<file path="src/rtl/cdb_arbiter_if.sv">
// Handshake and broadcast bundle between the two result pipes, the ROB and
// the CDB arbiter. The arbiter uses the slave view; the environment
// (pipes, ROB, flush logic) uses the master view.
interface cdb_arbiter_if #(
  parameter int DATA_WIDTH = 32,
  parameter int TAG_BITS   = 1
);
  // ALU reservation-station pipe
  logic                  alu_valid;
  logic [TAG_BITS-1:0]   alu_tag;
  logic [DATA_WIDTH-1:0] alu_value;
  logic                  alu_ready;

  // Memory reservation-station pipe
  logic                  mem_valid;
  logic [TAG_BITS-1:0]   mem_tag;
  logic [DATA_WIDTH-1:0] mem_value;
  logic                  mem_ready;

  // ROB back-pressure and mispredict recovery
  logic                  cdb_stall;
  logic                  flush;

  // Registered broadcast
  logic                  cdb_valid;
  logic [TAG_BITS-1:0]   cdb_tag;
  logic [DATA_WIDTH-1:0] cdb_value;
  logic                  cdb_src;

  modport slave (
    input  alu_valid, alu_tag, alu_value,
    output alu_ready,
    input  mem_valid, mem_tag, mem_value,
    output mem_ready,
    input  cdb_stall, flush,
    output cdb_valid, cdb_tag, cdb_value, cdb_src
  );

  modport master (
    output alu_valid, alu_tag, alu_value,
    input  alu_ready,
    output mem_valid, mem_tag, mem_value,
    input  mem_ready,
    output cdb_stall, flush,
    input  cdb_valid, cdb_tag, cdb_value, cdb_src
  );
endinterface

</file>
<file path="src/rtl/cdb_arbiter.sv">
// Common-data-bus arbiter: round-robin choice between the ALU and memory
// result pipes, one registered broadcast per cycle, ROB back-pressure,
// mispredict flush and a saturating contention counter.
module cdb_arbiter #(
  parameter int DATA_WIDTH = 32,
  parameter int TAG_BITS   = 1,
  parameter int CNT_WIDTH  = 16
) (
  input  logic                 clk,
  input  logic                 rst,
  cdb_arbiter_if.slave         bus,
  output logic [CNT_WIDTH-1:0] conflict_count
);

  // Which requester wins the next contended cycle.
  typedef enum logic {
    PREF_ALU = 1'b0,
    PREF_MEM = 1'b1
  } rr_e;

  localparam logic [CNT_WIDTH-1:0] CNT_MAX = {CNT_WIDTH{1'b1}};
  localparam logic [CNT_WIDTH-1:0] CNT_ONE = {{(CNT_WIDTH-1){1'b0}}, 1'b1};

  rr_e                   rr_ptr_reg;
  logic                  cdb_valid_reg;
  logic [TAG_BITS-1:0]   cdb_tag_reg;
  logic [DATA_WIDTH-1:0] cdb_value_reg;
  logic                  cdb_src_reg;
  logic [CNT_WIDTH-1:0]  conflict_count_reg;

  logic accept;
  logic both_valid;
  logic grant_alu;
  logic grant_mem;

  // Slot availability and round-robin grant; readies are forced low in reset
  // so nothing is consumed that the register would then drop.
  always_comb begin
    accept     = !rst && !bus.flush && (!cdb_valid_reg || !bus.cdb_stall);
    both_valid = bus.alu_valid && bus.mem_valid;
    grant_alu  = 1'b0;
    grant_mem  = 1'b0;
    if (accept) begin
      if (both_valid) begin
        if (rr_ptr_reg == PREF_ALU) grant_alu = 1'b1;
        else                        grant_mem = 1'b1;
      end else begin
        grant_alu = bus.alu_valid;
        grant_mem = bus.mem_valid;
      end
    end
  end

  assign bus.alu_ready  = grant_alu;
  assign bus.mem_ready  = grant_mem;
  assign bus.cdb_valid  = cdb_valid_reg;
  assign bus.cdb_tag    = cdb_tag_reg;
  assign bus.cdb_value  = cdb_value_reg;
  assign bus.cdb_src    = cdb_src_reg;
  assign conflict_count = conflict_count_reg;

  // Broadcast register and fairness pointer; flush only drops the valid bit,
  // a stalled broadcast holds everything.
  always_ff @(posedge clk) begin
    if (rst) begin
      rr_ptr_reg    <= PREF_ALU;
      cdb_valid_reg <= 1'b0;
      cdb_tag_reg   <= '0;
      cdb_value_reg <= '0;
      cdb_src_reg   <= 1'b0;
    end else if (bus.flush) begin
      cdb_valid_reg <= 1'b0;
    end else if (accept) begin
      if (grant_alu) begin
        cdb_valid_reg <= 1'b1;
        cdb_tag_reg   <= bus.alu_tag;
        cdb_value_reg <= bus.alu_value;
        cdb_src_reg   <= 1'b0;
        rr_ptr_reg    <= PREF_MEM;
      end else if (grant_mem) begin
        cdb_valid_reg <= 1'b1;
        cdb_tag_reg   <= bus.mem_tag;
        cdb_value_reg <= bus.mem_value;
        cdb_src_reg   <= 1'b1;
        rr_ptr_reg    <= PREF_ALU;
      end else begin
        cdb_valid_reg <= 1'b0;
      end
    end
  end

  // Count cycles where both pipes compete for an open slot, saturating.
  always_ff @(posedge clk) begin
    if (rst) begin
      conflict_count_reg <= '0;
    end else if (both_valid && accept && (conflict_count_reg != CNT_MAX)) begin
      conflict_count_reg <= conflict_count_reg + CNT_ONE;
    end
  end

endmodule

</file>
<file path="src/flat_wrapper.sv">
// flat-port wrapper written by rule: the top's interface ports become plain ports
module cdb_arbiter_flat 
#(
  parameter int DATA_WIDTH = 32,
  parameter int TAG_BITS   = 1,
  parameter int CNT_WIDTH  = 16
)
  (clk, rst, conflict_count, bus_alu_valid, bus_alu_tag, bus_alu_value, bus_alu_ready, bus_mem_valid, bus_mem_tag, bus_mem_value, bus_mem_ready, bus_cdb_stall, bus_flush, bus_cdb_valid, bus_cdb_tag, bus_cdb_value, bus_cdb_src);
  cdb_arbiter_if #(.DATA_WIDTH(DATA_WIDTH), .TAG_BITS(TAG_BITS)) bus_i ();
  input  logic clk;
  input  logic rst;
  output logic [CNT_WIDTH-1:0] conflict_count;
  input wire logic [$bits(bus_i.alu_valid)-1:0] bus_alu_valid;
  input wire logic [$bits(bus_i.alu_tag)-1:0] bus_alu_tag;
  input wire logic [$bits(bus_i.alu_value)-1:0] bus_alu_value;
  output wire logic [$bits(bus_i.alu_ready)-1:0] bus_alu_ready;
  input wire logic [$bits(bus_i.mem_valid)-1:0] bus_mem_valid;
  input wire logic [$bits(bus_i.mem_tag)-1:0] bus_mem_tag;
  input wire logic [$bits(bus_i.mem_value)-1:0] bus_mem_value;
  output wire logic [$bits(bus_i.mem_ready)-1:0] bus_mem_ready;
  input wire logic [$bits(bus_i.cdb_stall)-1:0] bus_cdb_stall;
  input wire logic [$bits(bus_i.flush)-1:0] bus_flush;
  output wire logic [$bits(bus_i.cdb_valid)-1:0] bus_cdb_valid;
  output wire logic [$bits(bus_i.cdb_tag)-1:0] bus_cdb_tag;
  output wire logic [$bits(bus_i.cdb_value)-1:0] bus_cdb_value;
  output wire logic [$bits(bus_i.cdb_src)-1:0] bus_cdb_src;
  assign bus_i.alu_valid = bus_alu_valid;
  assign bus_i.alu_tag = bus_alu_tag;
  assign bus_i.alu_value = bus_alu_value;
  assign bus_alu_ready = bus_i.alu_ready;
  assign bus_i.mem_valid = bus_mem_valid;
  assign bus_i.mem_tag = bus_mem_tag;
  assign bus_i.mem_value = bus_mem_value;
  assign bus_mem_ready = bus_i.mem_ready;
  assign bus_i.cdb_stall = bus_cdb_stall;
  assign bus_i.flush = bus_flush;
  assign bus_cdb_valid = bus_i.cdb_valid;
  assign bus_cdb_tag = bus_i.cdb_tag;
  assign bus_cdb_value = bus_i.cdb_value;
  assign bus_cdb_src = bus_i.cdb_src;
  cdb_arbiter #(.DATA_WIDTH(DATA_WIDTH), .TAG_BITS(TAG_BITS), .CNT_WIDTH(CNT_WIDTH)) u_core (.clk(clk), .rst(rst), .bus(bus_i), .conflict_count(conflict_count));
endmodule
</file>
<file path="config.mk">
export PLATFORM = sky130hd
export DESIGN_NAME = cdb_arbiter_flat
export DESIGN_NICKNAME = d
export VERILOG_FILES = /design/src/rtl/cdb_arbiter_if.sv /design/src/rtl/cdb_arbiter.sv /design/src/flat_wrapper.sv
export SDC_FILE = /design/constraint.sdc
export NUM_CORES = 1
export LEC_CHECK = 0
export BUFFER_PORTS_ARGS = -buffer_cell sky130_fd_sc_hd__buf_2
export CAP_MARGIN = 30
export CORE_ASPECT_RATIO = 2
export CORE_MARGIN = 1.5
export CORE_UTILIZATION = 48
export CTS_CLUSTER_DIAMETER = 120
export DETAILED_ROUTE_END_ITERATION = 10
export PLACE_DENSITY_LB_ADDON = 0.1
export SYNTH_ARGS = -nofsm -noshare
export SYNTH_HDL_FRONTEND = slang
export SYNTH_SLANG_ARGS = --single-unit
export TNS_END_PERCENT = 30
</file>
<file path="constraint.sdc">
create_clock -name clk -period 3.4 [get_ports clk]
set_clock_uncertainty 0.2 [all_clocks]
set_input_delay 0.68 -clock clk [delete_from_list [all_inputs] [get_ports clk]]
set_output_delay 0.68 -clock clk [all_outputs]
set_load 0.1 [all_outputs]
</file>
==> flow_summary.json, run 1 <==
{
  "status": "complete, no violations",
  "clock_sinks": 52,
  "worstPathArrival_ps": 1820,
  "cts-root-buf": "clkbuf_8",
  "crit_fanout": 6,
  "dp.final_hpwl_mm": 4.526,
  "fin_crit_ps": 2700,
  "totalWireLength_mm": 6.273,
  "grt_max_degree": 68,
  "grt_pass1_vias": 2352,
  "cts_buffers": 5,
  "cp-start-kind": "primary input",
  "start_util": 0.5033,
  "final.period_utilization": 0.7940,
  "netlist_area_um2": 2359,
  "num_rows": 35,
  "maxCapViolations": 0,
  "drt_iter0_markers": 39,
  "h-tree-depth": 2,
  "cp.required_ps": 2520,
  "pwr-share-seq": 0.471,
  "n_antenna_cell": 0,
  "ys_top_cells_by_area": "dfxtp_1 (44%), a311oi_1 (12%), nand2_1 (12%), nor2_1 (5.6%), o31ai_1 (2.2%)",
  "ys_warn_count": 0,
  "drv_slew": 0,
  "hold_start": "u_core.bus.cdb_src$_SDFFE_PP0P_",
  "critPathCaptureType": "output port",
  "max_stage_delay_ps": 420,
  "pwr-share-clk": 0.260,
  "finalNetCount": 477,
  "switchingPower_uw": 495.3,
  "yosysTopAreaCellShare": 0.4414,
  "hold_buffers": 0,
  "max-clock-path-buffers": 2,
  "clock_latency_ps": 300,
  "io_buffers": 124,
  "setup_slack_ps": 700.5,
  "whs_ps": 289.1,
  "vdd_drop_max_uv": 309.9,
  "io_pins": 125,
  "drt-wirelength-per-cell_um": 13.64,
  "ys_ff_latch": 52,
  "place.gp.congestion": 0.8264,
  "first_pass_iters": 4,
  "slew_headroom": 0.5834,
  "synth_area_leader_cell": "dfxtp_1",
  "ys_types": 34,
  "grt_overflow": 0,
  "clkSlewWorstSetupHoldPaths_ps": 90,
  "ant_nets": 0,
  "p_comb_frac": 0.269,
  "finalHoldViolations": 0,
  "ys_seq_area_frac": 0.4414,
  "drive_gt1_frac": 0.3531,
  "p_per_area_nw_per_um2": 446.1,
  "track_usage": 0.2356,
  "fill_cells": 439,
  "core_area_um2": 4686,
  "swShare": 0.3590,
  "cts_setup_buffers": 0,
  "syn-num-nets": 363,
  "path_class": "in2out",
  "area.growth.synth_to_final_pct": 31.14,
  "hold_path.class": "reg2reg",
  "vias": 2567,
  "largest_reg_flops": 32,
  "dieArea_um2": 5368,
  "worst_path_most_repeated_cell": "buf_2",
  "die_h_um": 102.1,
  "setup_viol": 0,
  "crit_slowest_cell": "buf_2",
  "cts_resized": 0,
  "dp_slack_ps": 699.6,
  "worst_slew_pin_slew_ps": 624.9,
  "grt_pass1_wl_mm": 9.687,
  "cts_tree": "built",
  "setup_tns_ps": 0,
  "vias_per_cell": 5.580,
  "syn_area_per_cell_um2": 8.133,
  "crit_start": "bus_cdb_stall",
  "grt_setup_unrepaired": "no",
  "crit_chain": "buf_2, a211oi_4, and3_1, buf_2",
  "p_leak_uw": 0.001391,
  "die_w_um": 52.57,
  "drc": 0,
  "antenna_found_initial": 0,
  "r2r_start": "u_core.bus.cdb_valid$_SDFFE_PP0P_",
  "syn-instance-count": 290,
  "fmax_mhz": 370.4,
  "intPower_uw": 884.6
}
[cell usage in the layout (no fill, tap or decap), types with 2 or more instances in the layout]
master,count
nor4_1,2
o21ai_0,5
buf_4,5
a21oi_1,10
and3_1,3
nor2_1,35
buf_2,123
clkbuf_8,6
or4_1,5
and4_1,2
a311oi_1,33
nand2_1,77
o41ai_1,2
dfxtp_1,52
mux2i_1,3
o31ai_1,7
o311ai_0,4
or3_1,3
clkbuf_1,2
nand4_1,5
nor3_1,2
inv_1,2
nand3_1,3
[cells by family after synthesis]
group                      after synthesis  share of synthesized area
adders and majority gates                1                   0.005304
muxes                                    3                    0.01273
and+or+nand+nor                        144                     0.2743
DFF                                     52                     0.4414
buffers and inverters                   25                    0.04934
AOI/OAI and AO/OA                       65                     0.2170
[worst paths after layout]
check	endpoint	slack, ps	depth (start not counted)
min reg2reg	u_core.bus.cdb_src$_SDFFE_PP0P_	290	2
max reg2reg	u_core.bus.cdb_value[18]$_SDFFE_PP0P_	1270	5
min	u_core.bus.cdb_src$_SDFFE_PP0P_	290	2
max	bus_mem_ready	700	4
[synth_stat cells]
library cell / instances
nand2_2: 1
nand4_4: 1
o211ai_1: 1
a211oi_4: 1
o21ai_0: 5
nor4_1: 3
a211oi_1: 1
and2_1: 1
o41ai_1: 2
inv_1: 2
or3b_2: 1
nand2b_1: 1
nand3_1: 3
inv_2: 1
or3_1: 3
buf_2: 6
clkbuf_1: 12
a311oi_1: 33
and3_1: 3
nand4_1: 5
o21a_1: 1
nor2_1: 35
dfxtp_1: 52
o311ai_0: 4
nor3_1: 2
buf_4: 4
nand2_1: 77
ha_1: 1
o31ai_1: 7
nand3_2: 1
or4_1: 5
mux2i_1: 3
a21oi_1: 10
and4_1: 2
[metal layers]
layer  up-vias  GRT usage  share of wire
met5         -          0              0
met4         0     0.1065          0.027
met3        14    0.04386          0.054
met2        93     0.4548           0.55
met1      1178     0.2274           0.37
li1       1282          -              -
[critical path, delay by kind of cell]
| kind | cells | cell delay, ps |
|---|---|---|
| AND/OR/NAND/NOR | 1 | 210 |
| buffers and inverters | 2 | 540 |
| AO/OA/AOI/OAI | 1 | 390 |
[layout make-up]
type                            instances  area, µm²  share of cell area
Multi-Input combinational cell        213       1209              0.3908
Sequential cell                        52       1041              0.3366
Timing Repair Buffer                  129      673.1              0.2176
Clock buffer                            8      90.09             0.02913
Tap cell                               55      68.82             0.02225
Inverter                                3      11.26            0.003641
[through the flow]
step,std cells,util,area (µm²),total power (µW)
after floorplan,290,-,2359,948.5
after global placement,452,0.6409,3003,1032
after detailed placement,452,0.6409,3003,1036
after CTS,460,0.6601,3093,1394
after global routing,460,0.6601,3093,1436
final,460,0.6601,3093,1380
[power groups by stage]
stage / logic (µW) / clock network (µW) / registers, µW
2_1_floorplan: 88.3 / 0 / 860
3_3_place_gp: 369 / 0 / 663
3_5_place_dp: 373 / 0 / 664
4_1_cts: 373 / 371 / 650
5_1_grt: 391 / 391 / 653
6_report: 371 / 359 / 650
Power figures use the tool's default switching activity.
==> run 2, diff against run 1 <==
- CORE_UTILIZATION: 48 -> 40
- clock period: 3.4 -> 2.42 ns (I/O delays scaled with it)
==> flow_summary.json, run 2 (same netlist as run 1, synthesis figures left out) <==
{
  "n_antenna_cell": 0,
  "ant_nets": 0,
  "worstPathArrival_ps": 1510,
  "grt_pass1_wl_mm": 10.67,
  "cp.required_ps": 1740,
  "fmax_mhz": 456.6,
  "core_area_um2": 5709,
  "worst_slew_pin_slew_ps": 507.5,
  "area.growth.synth_to_final_pct": 36.34,
  "hold_buffers": 0,
  "setup_viol": 0,
  "r2r-end": "u_core.conflict_count[14]$_SDFFE_PP0P_",
  "rr_worst_depth": 4,
  "dp.final_hpwl_mm": 4.682,
  "ff2ff_setup_slack_ps": 420,
  "vdd_drop_max_uv": 662.4,
  "cts_buffers": 5,
  "slew_headroom": 0.6617,
  "track_usage": 0.2071,
  "drt-wirelength-per-cell_um": 14.11,
  "first_pass_iters": 4,
  "intPower_uw": 1449,
  "swShare": 0.3300,
  "utilization": 0.5632,
  "totalWireLength_mm": 6.561,
  "pwr-share-seq": 0.423,
  "pwr-share-clk": 0.333,
  "final.period_utilization": 0.9049,
  "largest_reg_flops": 32,
  "fin_crit_ps": 2190,
  "grt_max_degree": 68,
  "io_buffers": 124,
  "place.gp.congestion": 0.8968,
  "finalHoldViolations": 0,
  "vias_per_cell": 5.394,
  "hold_start": "bus_flush",
  "cp-start-kind": "primary input",
  "fill_cells": 562,
  "status": "complete, no violations",
  "drc": 0,
  "die_h_um": 111.6,
  "critPathCaptureType": "output port",
  "final_cell_mix": "buf_2 (122), nand2_1 (77), dfxtp_1 (43), nor2_1 (35), a311oi_1 (33)",
  "finalNetCount": 477,
  "p_comb_frac": 0.244,
  "antenna_found_initial": 0,
  "p_leak_uw": 0.001435,
  "crit_fanout": 6,
  "hold_path.class": "in2reg",
  "switchingPower_uw": 713.9,
  "grt_overflow": 0,
  "drv_slew": 0,
  "mostFrequentLayoutCell": "buf_2",
  "cts_tree": "built",
  "p_per_area_nw_per_um2": 672.8,
  "cts_setup_buffers": 0,
  "maxCapViolations": 0,
  "num_rows": 39,
  "die_w_um": 57.30,
  "io_pins": 125,
  "path_class": "in2out",
  "worst_hold_path.endpoint": "u_core.bus.cdb_valid$_SDFFE_PP0P_",
  "cts-root-buf": "clkbuf_16",
  "clock_sinks": 52,
  "r2r_start": "u_core.bus.cdb_valid$_SDFFE_PP0P_",
  "clock_latency_ps": 280,
  "setup_tns_ps": 0,
  "power_uw": 2163,
  "drt_iter0_markers": 137,
  "start_util": 0.4131,
  "drive_gt1_frac": 0.3812,
  "dieArea_um2": 6394,
  "grt_setup_unrepaired": "no",
  "holdPathStages": 2,
  "cts_resized": 0,
  "clkSlewWorstSetupHoldPaths_ps": 60,
  "h-tree-depth": 2,
  "vias": 2508,
  "grt_pass1_vias": 2437,
  "max-clock-path-buffers": 2
}
[run 2: cell count changes in the layout (fill, tap and decap cells not counted), sizes merged]
cell    previous run  this run
clkbuf             8         7
[run 2: layout make-up]
type	count	area (µm²)	area share
Multi-Input combinational cell	213	1210	0.3763
Sequential cell	52	1052	0.3272
Timing Repair Buffer	129	713.2	0.2218
Clock buffer	7	152.6	0.04747
Tap cell	61	76.32	0.02374
Inverter	3	11.26	0.003502
[run 2: power groups by stage]
stage / clock network [µW] / logic [µW] / registers (µW)
2_1_floorplan: 0 / 124 / 1210
3_3_place_gp: 0 / 527 / 932
3_5_place_dp: 0 / 532 / 933
4_1_cts: 738 / 532 / 914
5_1_grt: 781 / 558 / 919
6_report: 720 / 529 / 914
[run 2: worst max path at each step]
stage	end	slack, ps	depth (start not counted)	from
detailed placement	u_core.conflict_count[14]$_SDFFE_PP0P_	140	5	bus_cdb_stall
CTS	bus_alu_ready	220	4	u_core.bus.cdb_valid$_SDFFE_PP0P_
global placement	u_core.conflict_count[14]$_SDFFE_PP0P_	170	5	bus_cdb_stall
floorplan	bus_alu_ready	-80	4	u_core.bus.cdb_valid$_SDFFE_PP0P_
finish	bus_alu_ready	230	5	bus_cdb_stall
global route	bus_alu_ready	160	4	u_core.bus.cdb_valid$_SDFFE_PP0P_
[run 2: layer usage]
metal,vias up,track usage,wire length [µm]
li1,1284,-,-
met1,1112,0.2295,2531
met2,92,0.3548,3395
met3,20,0.04181,354
met4,0,0.1194,280
met5,-,0,0
[run 2: worst max-delay path, cell delays in order]
cell and delay [ps]:
buf_2 130, a211oi_4 400, nand3_2 160, inv_2 150, buf_12 190
[run 2: stage by stage]
step	area, µm²	setup slack [ps]	std cells	hold WS, ps
floorplan	2371	-79.47	290	271.0
global placement	3063	167.1	458	258.6
detailed placement	3063	136.2	458	277.4
CTS	3216	223.3	465	210.9
global route	3216	157.3	465	213.2
finish	3216	230.1	465	216.8
